## src/rtl/uart_fifo_pkg.sv

```systemverilog
// rtl/uart_fifo_pkg.sv - register map, status/ctrl bit indices and TX FSM states for uart_fifo_mmio
package uart_fifo_pkg;

  localparam logic [1:0] REG_DATA   = 2'd0;
  localparam logic [1:0] REG_STATUS = 2'd1;
  localparam logic [1:0] REG_CTRL   = 2'd2;

  localparam int ST_TX_FULL  = 0;
  localparam int ST_TX_EMPTY = 1;
  localparam int ST_RX_FULL  = 2;
  localparam int ST_RX_EMPTY = 3;
  localparam int ST_TX_OVF   = 4;
  localparam int ST_RX_OVF   = 5;
  localparam int ST_TX_IDLE  = 6;

  localparam int CTRL_RX_IE = 0;
  localparam int CTRL_TX_IE = 1;

  // Last WAIT_HI cycle index before giving up on seeing tx_busy rise.
  localparam logic [1:0] WAIT_HI_LAST = 2'd3;

  typedef enum logic [1:0] {
    TX_IDLE,
    TX_LOAD,
    TX_WAIT_HI,
    TX_WAIT_LO
  } tx_state_t;

endpackage

```

## src/rtl/sync_fifo.sv

```systemverilog
// rtl/sync_fifo.sv - synchronous FIFO with head-of-queue read data and occupancy count
module sync_fifo #(
  parameter int WIDTH = 8,
  parameter int DEPTH = 16
) (
  input  logic                     clk,
  input  logic                     rstn,
  input  logic                     push,
  input  logic [WIDTH-1:0]         wdata,
  input  logic                     pop,
  output logic [WIDTH-1:0]         rdata,
  output logic                     full,
  output logic                     empty,
  output logic [$clog2(DEPTH):0]   count
);
  localparam int AW = $clog2(DEPTH);

  logic [WIDTH-1:0] mem_q [DEPTH];
  logic [AW-1:0]    wptr_q, wptr_d, rptr_q, rptr_d;
  logic [AW:0]      count_q, count_d;
  logic             do_push, do_pop;

  assign full    = (count_q == (AW+1)'(DEPTH));
  assign empty   = (count_q == '0);
  assign count   = count_q;
  assign rdata   = mem_q[rptr_q];
  // A push into a full FIFO is accepted only when a pop frees a slot that same cycle.
  assign do_pop  = pop && !empty;
  assign do_push = push && (!full || do_pop);

  always_comb begin
    wptr_d  = wptr_q;
    rptr_d  = rptr_q;
    count_d = count_q;
    if (do_push) wptr_d = wptr_q + 1'b1;
    if (do_pop)  rptr_d = rptr_q + 1'b1;
    if (do_push && !do_pop) count_d = count_q + 1'b1;
    if (do_pop && !do_push) count_d = count_q - 1'b1;
  end

  always_ff @(posedge clk or negedge rstn) begin
    if (!rstn) begin
      wptr_q  <= '0;
      rptr_q  <= '0;
      count_q <= '0;
    end else begin
      wptr_q  <= wptr_d;
      rptr_q  <= rptr_d;
      count_q <= count_d;
    end
  end

  always_ff @(posedge clk) begin
    if (do_push) mem_q[wptr_q] <= wdata;
  end

endmodule

```

## src/rtl/uart_fifo_mmio.sv

```systemverilog
// rtl/uart_fifo_mmio.sv - MMIO DATA/STATUS/CTRL front end with TX/RX FIFOs for the uart core
// Optional interrupt output enabled by defining UART_FIFO_IRQ_EN.
module uart_fifo_mmio
  import uart_fifo_pkg::*;
#(
  parameter int TX_DEPTH = 16,
  parameter int RX_DEPTH = 16
) (
  input  logic        clk,
  input  logic        rstn,
  input  logic        req,
  input  logic        we,
  input  logic [3:0]  addr,
  input  logic [31:0] wdata,
  output logic [31:0] rdata,
  output logic [7:0]  tx_data,
  output logic        tx_req,
  input  logic        tx_busy,
  input  logic [7:0]  rx_data,
  input  logic        rx_ready,
  output logic        irq
);
  localparam int TCW = $clog2(TX_DEPTH) + 1;
  localparam int RCW = $clog2(RX_DEPTH) + 1;

  logic [1:0]     sel;
  logic           rd, wr;
  logic           tx_push, tx_pop, tx_full, tx_empty;
  logic           rx_pop, rx_full, rx_empty;
  logic [7:0]     tx_head, rx_head;
  logic [TCW-1:0] tx_count;
  logic [RCW-1:0] rx_count;
  logic           tx_idle;
  logic [31:0]    status;
  logic [31:0]    rdata_q, rdata_d;
  logic           tx_ovf_q, tx_ovf_d, rx_ovf_q, rx_ovf_d;
  logic [1:0]     ctrl_q, ctrl_d;
  tx_state_t      state_q;
  logic [1:0]     wait_cnt_q;
  logic [7:0]     tx_data_q;
  logic           tx_req_q;
  logic           unused_bits;

  assign sel     = addr[3:2];
  assign rd      = req && !we;
  assign wr      = req && we;
  assign tx_push = wr && (sel == REG_DATA);
  assign rx_pop  = rd && (sel == REG_DATA);
  assign tx_pop  = (state_q == TX_LOAD);
  assign tx_idle = tx_empty && (state_q == TX_IDLE);
  assign unused_bits = ^{addr[1:0], wdata[31:8]};

  sync_fifo #(.WIDTH(8), .DEPTH(TX_DEPTH)) u_tx_fifo (
    .clk(clk), .rstn(rstn), .push(tx_push), .wdata(wdata[7:0]), .pop(tx_pop),
    .rdata(tx_head), .full(tx_full), .empty(tx_empty), .count(tx_count)
  );

  sync_fifo #(.WIDTH(8), .DEPTH(RX_DEPTH)) u_rx_fifo (
    .clk(clk), .rstn(rstn), .push(rx_ready), .wdata(rx_data), .pop(rx_pop),
    .rdata(rx_head), .full(rx_full), .empty(rx_empty), .count(rx_count)
  );

  always_comb begin
    status = '0;
    status[ST_TX_FULL]  = tx_full;
    status[ST_TX_EMPTY] = tx_empty;
    status[ST_RX_FULL]  = rx_full;
    status[ST_RX_EMPTY] = rx_empty;
    status[ST_TX_OVF]   = tx_ovf_q;
    status[ST_RX_OVF]   = rx_ovf_q;
    status[ST_TX_IDLE]  = tx_idle;
    status[15:8]        = 8'(rx_count);
    status[23:16]       = 8'(tx_count);
  end

  always_comb begin
    rdata_d  = '0;
    tx_ovf_d = tx_ovf_q;
    rx_ovf_d = rx_ovf_q;
    ctrl_d   = ctrl_q;
    if (wr && sel == REG_STATUS) begin
      if (wdata[ST_TX_OVF]) tx_ovf_d = 1'b0;
      if (wdata[ST_RX_OVF]) rx_ovf_d = 1'b0;
    end
    if (wr && sel == REG_CTRL) ctrl_d = wdata[1:0];
    // New overflow events win over a W1C in the same cycle so none is lost.
    if (tx_push && tx_full && !tx_pop) tx_ovf_d = 1'b1;
    if (rx_ready && rx_full && !rx_pop) rx_ovf_d = 1'b1;
    if (rd) begin
      case (sel)
        REG_DATA:   rdata_d = rx_empty ? 32'h0 : {23'b0, 1'b1, rx_head};
        REG_STATUS: rdata_d = status;
        REG_CTRL:   rdata_d = {30'b0, ctrl_q};
        default:    rdata_d = '0;
      endcase
    end
  end

  always_ff @(posedge clk or negedge rstn) begin
    if (!rstn) begin
      rdata_q  <= '0;
      tx_ovf_q <= 1'b0;
      rx_ovf_q <= 1'b0;
      ctrl_q   <= '0;
    end else begin
      rdata_q  <= rdata_d;
      tx_ovf_q <= tx_ovf_d;
      rx_ovf_q <= rx_ovf_d;
      ctrl_q   <= ctrl_d;
    end
  end

  always_ff @(posedge clk or negedge rstn) begin
    if (!rstn) begin
      state_q    <= TX_IDLE;
      wait_cnt_q <= '0;
      tx_data_q  <= '0;
      tx_req_q   <= 1'b0;
    end else begin
      tx_req_q <= 1'b0;
      case (state_q)
        TX_IDLE: if (!tx_empty && !tx_busy) state_q <= TX_LOAD;
        TX_LOAD: begin
          tx_data_q  <= tx_head;
          tx_req_q   <= 1'b1;
          wait_cnt_q <= '0;
          state_q    <= TX_WAIT_HI;
        end
        // An instantly-completing uart never raises tx_busy, hence the timeout.
        TX_WAIT_HI: begin
          if (tx_busy || wait_cnt_q == WAIT_HI_LAST) state_q <= TX_WAIT_LO;
          else wait_cnt_q <= wait_cnt_q + 1'b1;
        end
        TX_WAIT_LO: if (!tx_busy) state_q <= TX_IDLE;
        default: state_q <= TX_IDLE;
      endcase
    end
  end

  assign rdata   = rdata_q;
  assign tx_data = tx_data_q;
  assign tx_req  = tx_req_q;

`ifdef UART_FIFO_IRQ_EN
  logic irq_q, irq_d;

  always_comb begin
    irq_d = (ctrl_q[CTRL_RX_IE] && !rx_empty) || (ctrl_q[CTRL_TX_IE] && tx_empty) ||
            tx_ovf_q || rx_ovf_q;
  end

  always_ff @(posedge clk or negedge rstn) begin
    if (!rstn) irq_q <= 1'b0;
    else       irq_q <= irq_d;
  end

  assign irq = irq_q;
`else
  assign irq = 1'b0;
`endif

endmodule

```

## config.mk

```make
export PLATFORM = sky130hd
export DESIGN_NAME = uart_fifo_mmio
export DESIGN_NICKNAME = d
export VERILOG_FILES = /design/src/rtl/uart_fifo_pkg.sv /design/src/rtl/sync_fifo.sv /design/src/rtl/uart_fifo_mmio.sv
export SDC_FILE = /design/constraint.sdc
export NUM_CORES = 1
export LEC_CHECK = 0
export BUFFER_PORTS_ARGS = -buffer_cell sky130_fd_sc_hd__buf_4
export CAP_MARGIN = 40
export CORE_MARGIN = 2
export CORE_UTILIZATION = 50
export DETAILED_ROUTE_END_ITERATION = 10
export MAX_ROUTING_LAYER = met4
export PLACE_DENSITY = 0.72
export SKIP_CTS_REPAIR_TIMING = 1
export SLEW_MARGIN = 20
export SYNTH_ARGS = -nofsm -noshare
export SYNTH_HDL_FRONTEND = slang
export SYNTH_SLANG_ARGS = --single-unit
```

## constraint.sdc

```tcl
create_clock -name clk -period 7.23 [get_ports clk]
set_input_delay 0.723 -clock clk [delete_from_list [all_inputs] [get_ports clk]]
set_output_delay 0.723 -clock clk [all_outputs]
set_load 0.03 [all_outputs]
```

Word-level counts from Yosys, hierarchy flattened:

Memories as Yosys holds them, arrays and structs flattened. A register that Yosys moved wholly into a read port is not among the register bits.
Cells that the tools add are included.
Widths: inputs -> output; s select.

* bits in read-only memories: 0
* memories: 2
* bits of input ports: 50
* RAM bits: 256
* output and inout port bits: 42
* logic and storage cells: 111
* bits in latches: 0
* flip-flop bits (word level): 67

* divide/modulo/power cells: 0
* multiply operators: 0
* order comparisons: 0
* reduce and logical (&&, ||, !) cells: 51
* mux-type cells: 24
* bitwise logic cells: 0
* eq/ne operators: 12
* shift-type cells: 0
* add/subtract/negate cells: 9

Memory list
* u_rx_fifo.mem_q: depth 16, width 8, read ports 1, clocked after memory_dff 0, write ports 1, line sync_fifo.sv:18 `logic [WIDTH-1:0] mem_q [DEPTH];`
* u_tx_fifo.mem_q: depth 16, width 8, read ports 1, clocked after memory_dff 1, write ports 1, line sync_fifo.sv:18

Operator list (number)
* $pmux 21 s3: 1
* $mux 21: 1
* $logic_and 1x1->1: 20
* $mux 5: 4
* $add 4x1->4 const B: 4
* $reduce_bool 2->1: 7
* $logic_not 1->1: 13
* $mux 1: 11
* $add 5x1->5 const B: 2
* $eq 5x5->1 const B: 2
* $logic_not 5->1: 2
* $sub 5x1->5 const B: 2
* $mux 9: 1
* $eq 2x2->1 const B: 4
* $mux 2: 4
* $pmux 2 s4: 1
* $ne 2x2->1 const B: 3
* $reduce_and 2->1: 3
* $eq 2x1->1 const B: 2
* $logic_not 2->1: 2
* $pmux 2 s2: 1
* $logic_or 1x1->1: 3
* $reduce_and 3->1: 1
* $add 2x1->2 const B: 1
* $ne 2x1->1 const B: 1

Logic depth before layout (Yosys ltp):

Gate-level depths: netlist of the first run.

* depth after elaboration: 9
* mapped depth: 13
* depth with buffers taken out: 12

By module:

A second synthesis of the first run with hierarchy kept.

* cell total of the unflattened synthesis: 749
* area total of the unflattened synthesis: 13123.8 um2

By module, submodules not included
* sync_fifo (u_rx_fifo): area each 5823.1 um2, times used 1, sequential area each 4169.0 um2, cells each 316
* sync_fifo (u_tx_fifo): area each 5711.7 um2, times used 1, sequential area each 4169.0 um2, cells each 298
* uart_fifo_mmio: area each 1589.0 um2, times used 1, sequential area each 875.8 um2, cells each 135

Least setup slack after synthesis of the first run:

OpenSTA, ideal clock, no wires.

* kind: register to register
* start: reg state_q[1]
* end: reg u_tx_fifo.count_q[4], in the netlist u_tx_fifo.count[4]
* path slack: 4.300 ns
* cell stages (with the launch flop): 14
* library setup time: 0.080 ns
* clock period less this slack: 2.930 ns
* data required time: 7.150 ns
* buffers on the path: 1
* data arrival time: 2.850 ns
* cells stage by stage: dfrtp_1 > inv_1 > ha_1 > clkinv_1 > a31oi_2 > inv_1 > ha_1 > clkbuf_1 > xor2_1 > ha_1 > a21boi_0 > o32ai_1 > nor4b_1 > xnor2_1

* word-level cells in the longest chain between the ends: 7
* elaborated cells on any way between the ends: 10
* classes of those cells: eq/ne: 1; mux: 1; reduce/logical: 8

Ends and longest elaborated chain
* from (decl): line uart_fifo_mmio.sv:38 `tx_state_t state_q;`
* from (signal assigned): line uart_fifo_mmio.sv:115 `state_q <= TX_IDLE;`
* from (signal assigned): line uart_fifo_mmio.sv:122 `TX_IDLE: if (!tx_empty && !tx_busy) state_q <= TX_LOAD;`
* from (signal assigned): line uart_fifo_mmio.sv:127 `state_q <= TX_WAIT_HI;`
* $eq 2x1->1 (*): line uart_fifo_mmio.sv:49 `assign tx_pop = (state_q == TX_LOAD);`
* named net tx_pop: line uart_fifo_mmio.sv:28 `logic tx_push, tx_pop, tx_full, tx_empty;`
* $logic_and 1x1->1 (*): line sync_fifo.sv:28 `assign do_pop = pop && !empty;`
* $logic_or 1x1->1: line sync_fifo.sv:29 `assign do_push = push && (!full || do_pop);`
* $logic_and 1x1->1: line sync_fifo.sv:29
* $logic_not 1->1: line sync_fifo.sv:38 `if (do_pop && !do_push) count_d = count_q - 1'b1;`
* $logic_and 1x1->1: line sync_fifo.sv:38
* $mux 5 / $reduce_bool 2->1 (equally long branches)
* to (signal assigned): line sync_fifo.sv:49 `count_q <= count_d;`
* to (decl): line sync_fifo.sv:20 `logic [AW:0] count_q, count_d;`

Mark *: on every way through the listed nets, which the timed path passes. The rest lies on a longest branch.
A chain may end at the register's enable or synchronous reset.

Worst setup path after layout of the first run:

Ends and elaborated chain as after synthesis.

==> results.md, run 1 <==
* Worst-path clk slew at roughly 60 ps
* # IOs at 92
* CP Capture Type: register
* Cell variety after synth at 60
* FMAX at about 260 MHz
* Number of H-tree levels at 2
* Vias in the first global route at roughly 6700
* Hold Path Class: in2async
* Fillers at 1946
* Gpl congestion at 0.825
* Via count at 6717
* Crit path time final at 3800 ps
* Ant diodes at 0
* Avg Cell Area, Syn at 17.4 um^2
* Slew margin rel. at 44.3%
* WL final at between 20 and 30 mm
* CTS Buffer Depth at 3
* Gr ovfl total at 0
* CTS tree: yes
* WS Path Type: reg2reg
* CP Data Arrival Time at about 4200 ps
* FP Rows at about 60
* CTS buffer count at 34
* Critical Path RT at 7600 ps
* R2r setup slk at 3430 ps
* CTS Root Cell: clkbuf_16
* Slew @ Worst Pin at 832 ps
* Seq/Total Area, Yosys at 70.2%
* Unrepaired setup endpoints after global routing: false
* CTS sink count at about 320
* Layout Area Growth over Synthesis at 13.7%
* Vias per Instance at 5.71
* CP Launch Type: register
* Final Hold Fails at 0
* DRC at 0
* Detailed placer's ending HPWL at roughly 16 mm
* Final Max Tran Viols at 0
* Post-synth EDFFs at 256
* WL/cell at 21.8 um
* Worst-Skew Late Latency at ~520 ps
* Die area at 0.0276 mm^2
* Lkg Pwr at 5.39 nW
* Final TNS setup at 0 ps
* Mapped Area at 0.0131 mm^2
* Top_reg_cell synth: edfxtp_1
* Width of the die at 166 um
* Largest net degree at the start of global routing at 46
* Final Cycle Share at 52.6%
* Mapped Cells at 754
* Gr usage total at a little under a fifth
* Post-route antenna net violation count at 0
* Final clock skew at 19.5 ps
* Die Height at approximately 170 um
* First-pass GRT wire length at around 39 mm
* Max_cap viols at 0
* Drt initial violations at 638
* Core area at 0.0259 mm^2
* # setup viols final at 0
* Critical path fanouts, max at 17
* Initial DRT Pass Iterations at 6
* #FFs+latches synth at roughly 320
* Fraction of registers with async set/reset at 19.2%
* Initial antenna violation count at 0
* Pwr per Cell Area at 373 mW/mm^2
* IO Port Bufs at 50
* Run status: completed
* Post-layout util at 57.6%
* Nets at 889
* Fraction of layout cells with a size suffix above 1 at 22.9%
* Starting Density at between 50% and 60%
* Yosys warns at 0
* VDD IR max at 0.264 mV
-- sequential cells by signal, summed over array words and instances, names as in the netlist, 4 cells and up --
register          cells
rdata                18
u_tx_fifo.count       5
u_rx_fifo.rptr_q      4
tx_data               8
u_rx_fifo.wptr_q      4
u_tx_fifo.rptr_q      4
u_rx_fifo.count       5
u_tx_fifo.mem_q     128
u_rx_fifo.mem_q     128
u_tx_fifo.wptr_q      4
-- final timing paths --
path                             from                  end  cells past startpoint
setup / recovery           state_q[1]   u_tx_fifo.count[4]                     11
hold / removal                   rstn           tx_data[6]                      1
setup reg to reg           state_q[1]   u_tx_fifo.count[4]                     11
hold reg to reg            tx_data[3]           tx_data[3]                      2
max in group asynchronous        rstn  u_rx_fifo.rptr_q[1]                      2
min in group clk             rx_ready             rx_ovf_q                      2
-- power by group --
group	switching, W	leakage, nW	internal (W)	total [W]
clock	0.000686	0.518	0.000979	0.00167
combinational	0.000771	1.80	0.000703	0.00147
sequential	0.000248	3.07	0.00218	0.00243
-- per-layer routing --
metal / wire length (um) / up-vias / global-route usage, % / part of all wire, %
li1: - / 3018 / - / -
met1: 10100 / 3406 / 23.7 / 39
met2: 13000 / 233 / 31.4 / 51
met3: 1570 / 60 / 3.19 / 6.1
met4: 1020 / 0 / 8.73 / 4.0
met5: 0 / - / - / 0
-- logic make-up after synthesis --
group	count (synthesis)	synth area share, %
flip-flops	317	70.2
AND/OR/NAND/NOR	130	5.79
multiplexers	114	13.4
AO/OA/AOI/OAI	74	4.11
buffers and inverters	71	2.74
XOR/XNOR	25	1.67
adder cells (fa/ha/maj)	22	2.10
other	1	0.0286
-- worst max-delay path: stages (launching register included) --
cell	delay, ps
dfrtp_1	410
inv_1	90
ha_1	350
clkinv_1	520
a31oi_2	540
inv_1	120
ha_1	350
ha_1	280
or4b_2	630
o32ai_1	130
nor4b_1	110
xnor2_1	140
-- synthesized netlist by cell type, types with 3 or more instances --
cell type,n,share of area [%]
edfxtp_1,256,59
dfrtp_1,61,12
mux2i_1,53,4.0
mux4_2,48,8.2
and2_1,30,1.4
nand2_1,25,0.71
ha_1,22,2.1
clkbuf_1,20,0.57
nor2_1,20,0.57
buf_4,16,0.91
xnor2_1,16,1.1
inv_1,15,0.43
o21ai_0,15,0.57
a21oi_1,13,0.50
buf_2,13,0.50
mux2_2,13,1.1
a22oi_1,11,0.63
xor2_1,9,0.60
a32oi_1,8,0.53
nor2b_1,8,0.38
nor3b_1,8,0.46
and3b_1,5,0.33
nand2b_1,5,0.24
nor3_1,5,0.19
nor4_1,5,0.24
o31ai_1,5,0.29
nand3_1,4,0.15
nand4_1,4,0.19
a211oi_1,3,0.17
a22o_1,3,0.20
-- through the flow --
stage,hold WS [ps],setup WS [ps],instance area [um^2],power [W],std cells
finish,113,3430,14900,0.00557,1176
global route,124,3130,14900,0.00582,1176
CTS,111,3380,14900,0.00561,1173
detailed placement,487,3410,13800,0.00394,1113
global placement,481,3480,13800,0.00389,1108
floorplan,427,4300,13200,0.00353,768
-- cells in the final DEF, fill, tap and decap left out, types with 5 or more instances in the layout --
cell         n
clkbuf_16   34
o31ai_1      5
a32oi_1      8
nor2b_1      8
nor2_1      20
conb_1      15
a21oi_1     13
clkinv_1     6
o21ai_0     15
nand2b_1     5
and2_1      30
clkinv_2     6
mux4_2      48
xnor2_1     16
and3b_1      5
nor3_1       5
dfrtp_1     58
a22oi_1     11
xor2_1       9
mux2i_1     53
clkbuf_1     7
ha_1        22
nor4_1       5
mux2_2      13
edfxtp_1   256
nand2_1     25
nor3b_1      5
buf_4       64
inv_1       15
-- area by class of cell --
type | instances | area (um^2) | share of cell area (%)
sequential | 317 | 9220 | 61.8
multi-input combinational | 380 | 3620 | 24.3
clock buffer | 41 | 877 | 5.88
timing repair buffer | 66 | 528 | 3.54
tap | 335 | 419 | 2.81
clock inverter | 19 | 191 | 1.28
inverter | 18 | 68.8 | 0.461
No activity file was read; power rests on OpenSTA's default activity.
==> run 2: changes to the inputs <==
Clock period 7.23 ns to 3.7 ns, I/O delays scaled along.
==> results.md, run 2 (synthesis gave the netlist of run 1 again) <==
* Largest net degree at the start of global routing at 62
* Pre-CTS WS at 665 ps
* Slew @ Worst Pin at 855 ps
* WL final at approximately 26 mm
* Worst-path clk slew at approximately 60 ps
* Number of H-tree levels at 1
* CP Launch Type: register
* Critical Path RT at 4130 ps
* Nets at between 800 and 900
* Most frequent cells in the layout: 256 x edfxtp_1, 72 x buf_4, 59 x dfrtp_1
* CTS Root Cell: clkbuf_16
* FMAX at 325 MHz
* Placed Cells at 1122
* # setup viols final at 0
* Final Max Tran Viols at 0
* Detailed placer's ending HPWL at 16.3 mm
* CTS tree: yes
* Max_cap viols at 0
* Initial antenna violation count at 0
* Lkg Pwr at 5.41 nW
* Setup WS post-layout at around 620 ps
* Die area at approximately 0.028 mm^2
* CP Data Arrival Time at 3500 ps
* CTS sink count at ~320
* CTS buffer count at 30
* Die Height at 166 um
* Gr usage total at 19.2%
* Fraction of layout cells with a size suffix above 1 at 23.3%
* Crit path time final at just over 3000 ps
* Initial DRT Pass Iterations at 5
* Final TNS setup at 0 ps
* Unrepaired setup endpoints after global routing: false
* Drt initial violations at ~640
* Worst-Skew Late Latency at between 500 and 600 ps
* Width of the die at 166 um
* Final clock skew at 10.1 ps
* DRC at 0
* Gpl congestion at about 0.83
* CP Capture Type: register
* R2r setup slk at 620 ps
* FP Rows at 59
* Most common cell after layout, fill and taps aside: edfxtp_1
* Slew margin rel. at between 40 and 50%
* Starting Density at 50.7%
* Pwr per Cell Area at 720 mW/mm^2
* Layout Cells excl Fill at 1180
* Final Cycle Share at between 80% and 90%
* Via count at 6677
* WL/cell at between 20 and 25 um
* Layout Area Growth over Synthesis at 13.7%
* VDD IR max at 0.475 mV
* WS Path Type: reg2reg
* Ant diodes at 0
* Core area at 0.0259 mm^2
* Vias in the first global route at 6810
* Vias per Instance at 5.66
* Critical path fanouts, max at 13
* CTS Buffer Depth at 3
* # IOs at 92
* Final Hold Fails at 0
* Gr ovfl total at 0
* Hold Path Class: in2reg
* IO Port Bufs at 50
* Post-route antenna net violation count at 0
* First-pass GRT wire length at 39.8 mm
* Run status: completed
## run 2: changes by cell type in the layout (fill, tap and decap cells not counted), sizes merged
cell | before | now
buf | 66 | 73
clkinvlp | 2 | 1
inv | 19 | 16
dlygate4sd3 | 0 | 1
## run 2: final cells by class
class / count / area, um^2
Tap cell: 335 / 419
Inverter: 18 / 68.8
Sequential cell: 317 / 9220
Clock buffer: 41 / 872
Timing Repair Buffer: 74 / 578
Clock inverter: 15 / 159
Multi-Input combinational cell: 380 / 3610
Fill cell: 1934 / 11000
## run 2: per-layer routing
metal	wire [um]	global-route usage, %	vias to the layer above	share of wire (%)
met5	0	-	-	0
met4	529	4.80	0	2.1
met2	13100	32.3	173	51
li1	-	-	3024	-
met3	1150	2.36	39	4.5
met1	10700	25.1	3441	42
## run 2: power by group
group          internal (W)  leakage, nW  total (W)  switching [W]
logic               0.00137         1.83    0.00290        0.00153
clock network       0.00185        0.510    0.00312        0.00127
registers           0.00425         3.07    0.00472       0.000469
## run 2: path summary, 6_finish.rpt
| path | endpoint | cells after the start | start |
|---|---|---|---|
| worst max-delay path | u_tx_fifo.count[4] | 11 | u_tx_fifo.count[2] |
| worst min-delay path | tx_ovf_q | 2 | addr[2] |
| worst max register to register | u_tx_fifo.count[4] | 11 | u_tx_fifo.count[2] |
| worst min register to register | tx_data[7] | 2 | tx_data[7] |
| max in group asynchronous | u_rx_fifo.rptr_q[1] | 3 | rstn |
| min in group asynchronous | u_tx_fifo.count[2] | 2 | rstn |
## run 2: stage by stage
step | instance area [um^2] | hold WS [ps] | power [W] | util [%]
6_report | 14900 | 86.3 | 0.0107 | 57.6
5_1_grt | 14900 | 94.3 | 0.0113 | 57.6
4_1_cts | 14900 | -41.2 | 0.0108 | 57.4
3_5_place_dp | 13900 | 491 | 0.00770 | 53.5
3_3_place_gp | 13900 | 477 | 0.00765 | 53.5
2_1_floorplan | 13200 | 74.4 | 0.00690 | -
## run 2: critical path, stage by stage, from the launching register on
cell	delay (ps)
dfrtp_1	470
nor4_2	290
buf_4	190
nand2b_1	110
nand2_1	160
inv_1	100
ha_1	350
ha_1	270
or4b_2	640
o32ai_1	130
nor4b_1	110
xnor2_1	130
==> run 3: changes to the inputs <==
Clock period 3.7 ns to 3.15 ns, I/O delays scaled along.
==> results.md, run 3 (synthesis gave the netlist of run 1 again) <==
* # IOs at 92
* VDD IR max at approximately 0.64 mV
* Area after DPL at roughly 0.014 mm^2
* Highest routed layer: met4
* Final Max Tran Viols at 0
* Gpl congestion at 0.798
* Slew @ Worst Pin at 838 ps
* Buf/Inv on CP at 1
* Largest net degree at the start of global routing at 44
* Most frequent cells in the layout: 256 x edfxtp_1, 78 x buf_4, 59 x dfrtp_1
* FMAX at 346 MHz
* Max stage delay on crit path at 630 ps
* CTS buffer count at 34
* Crit path top cell by count: ha_1
* Gr ovfl total at 0
* Final Hold Fails at 0
* WL/cell at 21.6 um
* Slew margin rel. at 44.0%
* CP Launch Type: register
* CTS tree: yes
* Final clock skew at 23.5 ps
* Pwr per Cell Area at 855 mW/mm^2
* Fraction of layout cells with a size suffix above 1 at 23.7%
* Initial antenna violation count at 0
* IO Port Bufs at 50
* Width of the die at 166 um
* Critical path, cell by cell: nor4_4 > nand2b_1 > nand2_1 > inv_1 > ha_1 > ha_1 > or4b_2 > o32ai_1 > nor4b_1 > xnor2_1
* Detailed placer's ending HPWL at 17.1 mm
* WL final at 25.8 mm
* # setup viols final at 0
* FP Rows at 59
* Routed met2 length at roughly 13 mm
* Critical path fanouts, max at 9
* CTS sink count at 317
* CTS Buffer Depth at 3
* Post-route antenna net violation count at 0
* Hold-critical path depth at 2
* CTS Root Cell: clkbuf_16
* Drt initial violations at 542
* CP max-delay cell: or4b_2
* Most common cell after layout, fill and taps aside: edfxtp_1
* Die area at 0.0276 mm^2
* Starting Density at about half
* Run status: completed
* Crit path time final at 2890 ps
* Met3 WL at 1.10 mm
* First-pass GRT wire length at 40.2 mm
* Hold Path Class: in2reg
* Vias per Instance at 5.65
* Final Cycle Share at 91.7%
* Initial DRT Pass Iterations at 4
* Final TNS setup at 0 ps
* Ant diodes at 0
* CP Capture Type: register
* Gr usage total at 19.6%
* Unrepaired setup endpoints after global routing: false
* Max_cap viols at 0
* Nets at 905
* Critical Path RT at 3540 ps
* Reg2Reg Depth at 10
* CP top delay family: simple AND/OR/NAND/NOR gates
* Final Instance Area at 0.0151 mm^2
* Layout Area Growth over Synthesis at 14.7%
* Levels on crit path at 10
* WS Path Type: reg2reg
* Via count at 6735
* Core area at about 0.026 mm^2
* DRC at 0
* Vias in the first global route at 6898
* Post-Route M1 WL at 10.7 mm
* Worst-Skew Late Latency at 520 ps
* Die Height at about 170 um
* CP Data Arrival Time at approximately 3300 ps
* Worst-path clk slew at ~60 ps
* Lkg Pwr at 5.48 nW
* Number of H-tree levels at 2
==> run 3: changes by cell type in the layout (fill, tap and decap cells not counted), sizes merged <==
cell      delta
buf          +8
bufinv       -1
clkbuf       +1
clkinv       +5
clkinvlp     -1
inv          +1
==> run 3: per-layer routing <==
layer	global-route usage (%)	up-vias
li1	-	3057
met1	24.8	3453
met2	32.2	165
met3	2.98	60
met4	7.30	0
met5	-	-
==> run 3: layout make-up <==
type | instances | area [um^2]
fillers | 1920 | 10800
clock inverters | 19 | 188
multi-input cells | 380 | 3620
inverters | 18 | 68.8
repair buffers | 82 | 663
well taps | 335 | 419
clock buffers | 42 | 891
flip-flops and latches | 317 | 9220
==> run 3: through the flow <==
step	setup slack [ps]	std cells	total power [W]	utilization, %	hold slack, ps
2_1_floorplan	220	768	0.00810	-	19.4
3_3_place_gp	260	1130	0.00911	53.8	471
3_5_place_dp	224	1131	0.00919	53.9	226
4_1_cts	213	1192	0.0130	58.1	-306
5_1_grt	13.5	1193	0.0135	58.1	75.9
6_report	260	1193	0.0129	58.1	74.6
==> run 3: worst paths after layout <==
check                                 endpoint  slack [ps]          startpoint
hold / removal                        rx_ovf_q          70            rx_ready
max in group asynchronous  u_tx_fifo.rptr_q[1]        2370                rstn
min in group asynchronous           tx_data[0]         240                rstn
setup reg to reg            u_tx_fifo.count[4]         260  u_tx_fifo.count[2]
hold reg to reg                     tx_data[3]         500          tx_data[3]
setup / recovery            u_tx_fifo.count[4]         260  u_tx_fifo.count[2]
==> run 3: power by group <==
| part | internal [W] | switching [W] |
|---|---|---|
| logic | 0.00170 | 0.00184 |
| registers | 0.00500 | 0.000552 |
| clock network | 0.00220 | 0.00158 |
